[src/rtl/atm_pin_verifier.sv]
// PIN entry and verification stage for the ATM controller: collects keypad digits,
// compares them with the card's PIN and enforces an attempt limit. Optional macro: PIN_TIMEOUT_EN.
module atm_pin_verifier #(
  parameter int unsigned PIN_DIGITS  = 4,
  parameter int unsigned DIGIT_W     = 4,
  parameter int unsigned MAX_TRIES   = 3,
  parameter int unsigned TIMEOUT_CYC = 1000,
  localparam int unsigned PIN_W = PIN_DIGITS * DIGIT_W,
  localparam int unsigned TRY_W = $clog2(MAX_TRIES + 1),
  localparam int unsigned CNT_W = $clog2(PIN_DIGITS + 1)
) (
  input  logic             clk,
  input  logic             rst,
  input  logic             card_inserted,
  input  logic [PIN_W-1:0] stored_pin,
  input  logic             digit_valid,
  input  logic [DIGIT_W-1:0] digit,
  output logic             digit_ready,
  input  logic             enter,
  input  logic             clear,
  output logic             pin_done,
  output logic             pin_correct,
  output logic             card_locked,
  output logic [TRY_W-1:0] tries_left,
  output logic [CNT_W-1:0] digit_count
);

  typedef enum logic [2:0] {
    S_IDLE,
    S_COLLECT,
    S_VERIFY,
    S_GRANTED,
    S_LOCKED
  } state_t;

  state_t             state, state_n;
  logic [PIN_W-1:0]   pin_buf, buf_n;
  logic [CNT_W-1:0]   count_n;
  logic [TRY_W-1:0]   tries_n, tries_dec;
  logic               ready_n, done_n, correct_n, locked_n;
  logic               digit_ok;

`ifdef PIN_TIMEOUT_EN
  localparam int unsigned TMR_W = $clog2(TIMEOUT_CYC + 1);
  logic [TMR_W-1:0]   timer, timer_n;

  // Idle-cycle counter; only advances while waiting in COLLECT
  always_ff @(posedge clk or posedge rst) begin
    if (rst) timer <= '0;
    else     timer <= timer_n;
  end
`else
  logic unused_timeout;
  assign unused_timeout = ^TIMEOUT_CYC;
`endif

  // Next-state and next-output logic
  always_comb begin
    state_n   = state;
    buf_n     = pin_buf;
    count_n   = digit_count;
    tries_n   = tries_left;
    done_n    = 1'b0;
    correct_n = pin_correct;
    locked_n  = card_locked;
    tries_dec = (tries_left == '0) ? '0 : tries_left - TRY_W'(1);
    digit_ok  = digit_valid && digit_ready && (digit <= DIGIT_W'(9));
`ifdef PIN_TIMEOUT_EN
    timer_n   = '0;
`endif

    if (state != S_IDLE && !card_inserted) begin
      // Card pulled: abandon everything, including a pending verify result
      state_n   = S_IDLE;
      buf_n     = '0;
      count_n   = '0;
      tries_n   = TRY_W'(MAX_TRIES);
      correct_n = 1'b0;
      locked_n  = 1'b0;
    end else begin
      case (state)
        S_IDLE: begin
          if (card_inserted) begin
            state_n = S_COLLECT;
            buf_n   = '0;
            count_n = '0;
            tries_n = TRY_W'(MAX_TRIES);
          end
        end
        S_COLLECT: begin
          if (clear) begin
            count_n = '0;
          end else if (enter && digit_count == CNT_W'(PIN_DIGITS)) begin
            state_n = S_VERIFY;
          end else if (digit_ok) begin
            buf_n   = {pin_buf[PIN_W-DIGIT_W-1:0], digit};
            count_n = digit_count + CNT_W'(1);
          end else begin
`ifdef PIN_TIMEOUT_EN
            if (timer == TMR_W'(TIMEOUT_CYC - 1)) begin
              count_n = '0;
              tries_n = tries_dec;
              if (tries_dec == '0) begin
                state_n  = S_LOCKED;
                locked_n = 1'b1;
              end
            end else begin
              timer_n = timer + TMR_W'(1);
            end
`endif
          end
        end
        S_VERIFY: begin
          done_n = 1'b1;
          if (pin_buf == stored_pin) begin
            state_n   = S_GRANTED;
            correct_n = 1'b1;
          end else begin
            tries_n = tries_dec;
            count_n = '0;
            if (tries_dec == '0) begin
              state_n  = S_LOCKED;
              locked_n = 1'b1;
            end else begin
              state_n = S_COLLECT;
            end
          end
        end
        default: ;
      endcase
    end

    ready_n = (state_n == S_COLLECT) && (count_n < CNT_W'(PIN_DIGITS));
  end

  // State and registered outputs
  always_ff @(posedge clk or posedge rst) begin
    if (rst) begin
      state       <= S_IDLE;
      pin_buf     <= '0;
      digit_count <= '0;
      tries_left  <= TRY_W'(MAX_TRIES);
      digit_ready <= 1'b0;
      pin_done    <= 1'b0;
      pin_correct <= 1'b0;
      card_locked <= 1'b0;
    end else begin
      state       <= state_n;
      pin_buf     <= buf_n;
      digit_count <= count_n;
      tries_left  <= tries_n;
      digit_ready <= ready_n;
      pin_done    <= done_n;
      pin_correct <= correct_n;
      card_locked <= locked_n;
    end
  end

endmodule

[config.mk]
export PLATFORM = sky130hd
export DESIGN_NAME = atm_pin_verifier
export DESIGN_NICKNAME = d
export VERILOG_FILES = /design/src/rtl/atm_pin_verifier.sv
export SDC_FILE = /design/constraint.sdc
export NUM_CORES = 1
export LEC_CHECK = 0
export BUFFER_PORTS_ARGS = -buffer_cell sky130_fd_sc_hd__buf_2
export CAP_MARGIN = 40
export CORE_UTILIZATION = 40
export DETAILED_ROUTE_END_ITERATION = 6
export PLACE_DENSITY = 0.67
export SLEW_MARGIN = 20
export SYNTH_ARGS = -nofsm -noshare
export SYNTH_HDL_FRONTEND = slang
export SYNTH_SLANG_ARGS = --single-unit
[constraint.sdc]
create_clock -name clk -period 2 [get_ports clk]
set_input_delay 0.1 -clock clk [delete_from_list [all_inputs] [get_ports clk]]
set_output_delay 0.1 -clock clk [all_outputs]
set_load 0.05 [all_outputs]
Word-level counts from Yosys, hierarchy flattened
Index checks and enable logic that the tools add are counted.

word-level totals
  logic and storage cells = 76
  input port bits = 26
  output and inout port bits = 9
  flip-flop bits (word level) = 28

operators by class
  reduce and logical (&&, ||, !) cells = 19
  muxes and demuxes = 34
  $lt $le $gt $ge = 2
  $add $sub $neg = 2
  equal/unequal tests = 11

operators with widths
  cell                   count
  $mux W16               5
  $mux W3                12
  $pmux W16 S2           1
  $pmux W3 S3            2
  $eq A16 B16 Y1         1
  $ne A3 B3 Y1 const B   5
  $mux W1                9
  $reduce_bool A3 Y1     3
  $mux W2                4
  $eq A3 B1 Y1 const B   2
  $reduce_and A3 Y1      2
  $reduce_bool A2 Y1     3
  $logic_and A1 B1 Y1    5
  $reduce_and A5 Y1      1
  $le A4 B4 Y1 const B   1
  $logic_not A2 Y1       2
  $pmux W2 S2            1
  $add A3 B1 Y3 const B  1
  $eq A3 B2 Y1 const B   1
  $eq A3 B3 Y1 const B   1
  $logic_not A3 Y1       1
  $lt A3 B3 Y1 const B   1
  $ne A2 B2 Y1 const B   1
  $reduce_and A2 Y1      1
  2 further kinds        2

Depth between registers and ports, before layout
  word-level depth = 9
  gate-level depth with buffers = 8
  gate-level depth less buffers = 8

Worst setup path before layout
OpenSTA, ideal clock, no wires.

  path kind = register -> register
  start point = register digit_count[0]
  end point = register pin_buf[2]
  cell stages (with the launch flop) = 9
  data required time = 1879 ps
  slack = -17 ps
  data arrival time = 1895 ps
  buffers on the path = 1
  setup time = 121 ps
  path through = dfrtp_1 > inv_1 > ha_1 > nand3_1 > nand4_1 > nor2_1 > o21ai_1 > buf_2 > a22o_2

between the ends
  longest elaborated chain between the ends = 4

ends and longest elaborated chain
  item                                line  text
  start, declared                     25    output logic [CNT_W-1:0] digit_count
  start signal, assigned              150   digit_count <= count_n;
  $eq A3 B3 Y1                        93    end else if (enter && digit_count == CNT_W'(PIN_DIGITS)) begin
  $logic_and A1 B1 Y1                 93
  $ne A3 B3 Y1 (no source line)       -
  $reduce_and A5 Y1 (no source line)  -
  end signal, assigned                149   pin_buf <= buf_n;
  end, declared                       37    logic [PIN_W-1:0] pin_buf, buf_n;

Every way passes these cells.
A chain may end at the register's enable or synchronous reset.

Worst setup path in the final report
  start point = register pin_buf[10]
  end point = register digit_ready

between the ends
  longest elaborated chain between the ends = 6

ends and longest elaborated chain
  item                  line  text
  $eq A16 B16 Y1        115   if (pin_buf == stored_pin) begin
  $mux W3               115
  $pmux W3 S3           81    case (state)
  $mux W3               72    if (state != S_IDLE && !card_inserted) begin
  named net count_n[2]  38    logic [CNT_W-1:0] count_n;
  $lt A3 B3 Y1          133   ready_n = (state_n == S_COLLECT) && (count_n < CNT_W'(PIN_DIGITS));
  $logic_and A1 B1 Y1   133
  named net ready_n     40    logic ready_n, done_n, correct_n, locked_n;
  end signal, assigned  152   digit_ready <= ready_n;
  end, declared         18    output logic digit_ready,

The timed path passes the listed nets, and every way through them passes these cells.

==> results by group <==
Global route
  – Largest net degree at the start of global routing: 29
  – First-pass GRT wire length: 5430 um
  – Grt total ovfl: 0
  – Initial antenna violation count: 0
  – Vias in the first global route: 1206
  – Total GRT Usage: 17.0%

Floorplanning
  – Die height: 63.1 um
  – Initial Util: 43.3%
  – Die area: 3980 um^2
  – Std-Cell Rows: 21
  – IO Pins: 35
  – Core area: 3440 um^2
  – Die width: 63.1 um

Clock network
  – Clk root buf: clkbuf_8
  – CTS tree: yes
  – Clk Latency, worst-skew pair: 270 ps
  – Clock buffer depth: 2
  – Clock transition at the registers of the reported paths: 100 ps
  – Clock sinks: 28
  – H-tree Lvls: 1
  – CTS buffer count: 3

Layout
  – Most frequent cells in the layout: buf_2 (34), dfrtp_1 (25), xnor2_1 (16)
  – Layout cells sized above 1: 32.0%
  – Final Net Count: 210
  – Area delta synth->final: 21.9%
  – Commonest non-fill, non-tap cell in the layout: buf_2
  – Layout Cells excl Fill: 227
  – Antenna Diode Count: 0

Detailed routing
  – Final ANT Viol Nets: 0
  – DRT Pass-1 Iters: 5
  – WL per Instance: 14.1 um
  – Starting DRT DRC Count: 50
  – WL final: 3200 um
  – DRC viols: 0
  – Vias/cell: 5.36
  – DR vias: 1216

Logic synthesis
  – Seq/Total Area, Yosys: 47.1%
  – Cells after synthesis: 144
  – Synth area leaders: dfrtp_1 (44%), xnor2_1 (9.4%), a22o_1 (8.2%)
  – Synth Cell Area: 1490 um^2
  – #FFs+latches synth: 28
  – Post-synth EDFFs: 0
  – YS warnings: 0
  – Mapped Avg Cell Area: 10.4 um^2
  – Distinct cells, synth: 39
  – Cell taking the most area after synthesis: dfrtp_1
  – Asr flop ratio synth: 100%
  – Syn Nets: 172
  – Top FF cell, synth: dfrtp_1
  – Synth top area share: 43.6%

Pwr
  – Leak: 0.815 nW
  – Power density over cell area: 703 nW/um^2
  – VDD IR-drop max: 0.000278 V

STA
  – Clock skew: 2.75 ps
  – Worst slew pin tran: 482 ps
  – Min cycle time layout: 1930 ps
  – Final setup viols: 0
  – RSZ-0062 raised after global routing: true
  – F_max: 519 MHz
  – Slew Limit Fails: 0
  – Headroom to the max-slew limit: 67.5%
  – Hold Vio Cnt, Final: 0
  – Final setup margin: 71.8 ps
  – Final Cycle Share: 96.4%
  – WHS: 50.8 ps

Placed design
  – IO buf count: 34
  – Dpl ws: 33.4 ps
  – GPL Wtd Cong: 0.862
  – Detailed Place HPWL: 2380 um
  – Placed cells: 222

Status
  – Status: complete, no violations

Critical path
  – Crit Path Class: flip-flop to flip-flop
  – Bufs and invs on worst path: 0
  – Critical Path Slowest Stage Cell: nor4_4
  – CP Launch Type: flip-flop
  – Cell Chain, Critical Path: xnor2_1 -> nand4_1 -> nor4_4 -> nand3_2 -> a311oi_2 -> nor4b_2
  – WP data required: 2140 ps
  – Maximum fanout along the worst path: 4
  – Delay of the slowest critical-path stage: 470 ps
  – Critical Path AT: 2070 ps
  – Delay-heaviest family, CP: simple AND/OR/NAND/NOR gates
  – Crit end category: flip-flop

Job
  – Max_cap viols: 0

Hold path
  – Worst hold path type: input pin to flip-flop
==> layout make-up <==
type / count / area (um^2)
Clock inverter: 1 / 30.0
Sequential cell: 28 / 704
Inverter: 7 / 26.3
Multi-Input combinational cell: 101 / 733
Clock buffer: 3 / 41.3
Tap cell: 46 / 57.6
Timing Repair Buffer: 41 / 225
Fill cell: 315 / 1620
==> through the flow <==
| step | instance area (um^2) | total power [mW] | util, % | setup TNS (ps) |
|---|---|---|---|---|
| global route | 1820 | 1.33 | 52.8 | -45.7 |
| global placement | 1730 | 0.834 | 50.3 | 0 |
| CTS | 1810 | 1.29 | 52.7 | 0 |
| floorplan | 1490 | 0.766 | - | 0 |
| detailed placement | 1730 | 0.842 | 50.3 | 0 |
| finish | 1820 | 1.28 | 52.8 | 0 |
==> power by group <==
group          total [mW]  switching [mW]  leakage (nW)  internal (mW)
clock network       0.443           0.175        0.0357          0.268
logic               0.224           0.140         0.403         0.0833
registers           0.611          0.0267         0.377          0.584
total                1.28           0.342         0.815          0.935
==> cells by family after synthesis <==
| logic type | synth area share (%) |
|---|---|
| AOI/OAI and AO/OA | 21.4 |
| DFF | 47.1 |
| buffers and inverters | 4.03 |
| and+or+nand+nor | 16.4 |
| adders and majority gates | 1.68 |
| xor gates and xnor gates | 9.40 |
==> synth_stat cells, types with 2 or more instances <==
cell type,instances
clkbuf_1,5
nand2_1,9
dfstp_2,2
nor3_1,6
o32ai_1,2
o21ai_0,5
a21oi_1,7
a22o_2,2
buf_2,3
nand3_1,3
nor2_1,7
xnor2_1,16
dfrtp_1,26
a22o_1,14
nand4_1,5
ha_1,2
nand2b_1,2
inv_1,7
==> registers in the layout (all words and copies together), names as in the netlist <==
| signal | flops |
|---|---|
| card_locked | 1 |
| pin_correct | 1 |
| digit_ready | 1 |
| tries_left | 2 |
| digit_count | 3 |
| state | 3 |
| pin_buf | 16 |
| pin_done | 1 |
==> repair_timing <==
action,4_1_cts,5_1_grt
resized for setup,0,1
buffers inserted,0,0
hold buffers,1,0
hold endpoints to repair,26,0
endpoints found under the setup margin,0,4
==> metal layers <==
metal,GRT usage [%],up-vias,share of wire (%)
met5,0,-,0
met4,3.49,0,0.25
met1,21.7,591,46
met3,2.36,2,3.7
li1,-,600,-
met2,30.1,23,50
==> path summary, 6_finish.rpt <==
path / slack (ps) / to / cells after the start / start
setup reg to reg: 70 / digit_ready / 6 / pin_buf[10]
hold / removal: 50 / pin_buf[0] / 2 / digit[0]
max in group asynchronous: 1270 / tries_left[0] / 4 / rst
setup / recovery: 70 / digit_ready / 6 / pin_buf[10]
min in group asynchronous: 420 / pin_done / 4 / rst
hold reg to reg: 500 / digit_count[0] / 1 / digit_count[0]
No activity file was read; power rests on OpenSTA's default activity.
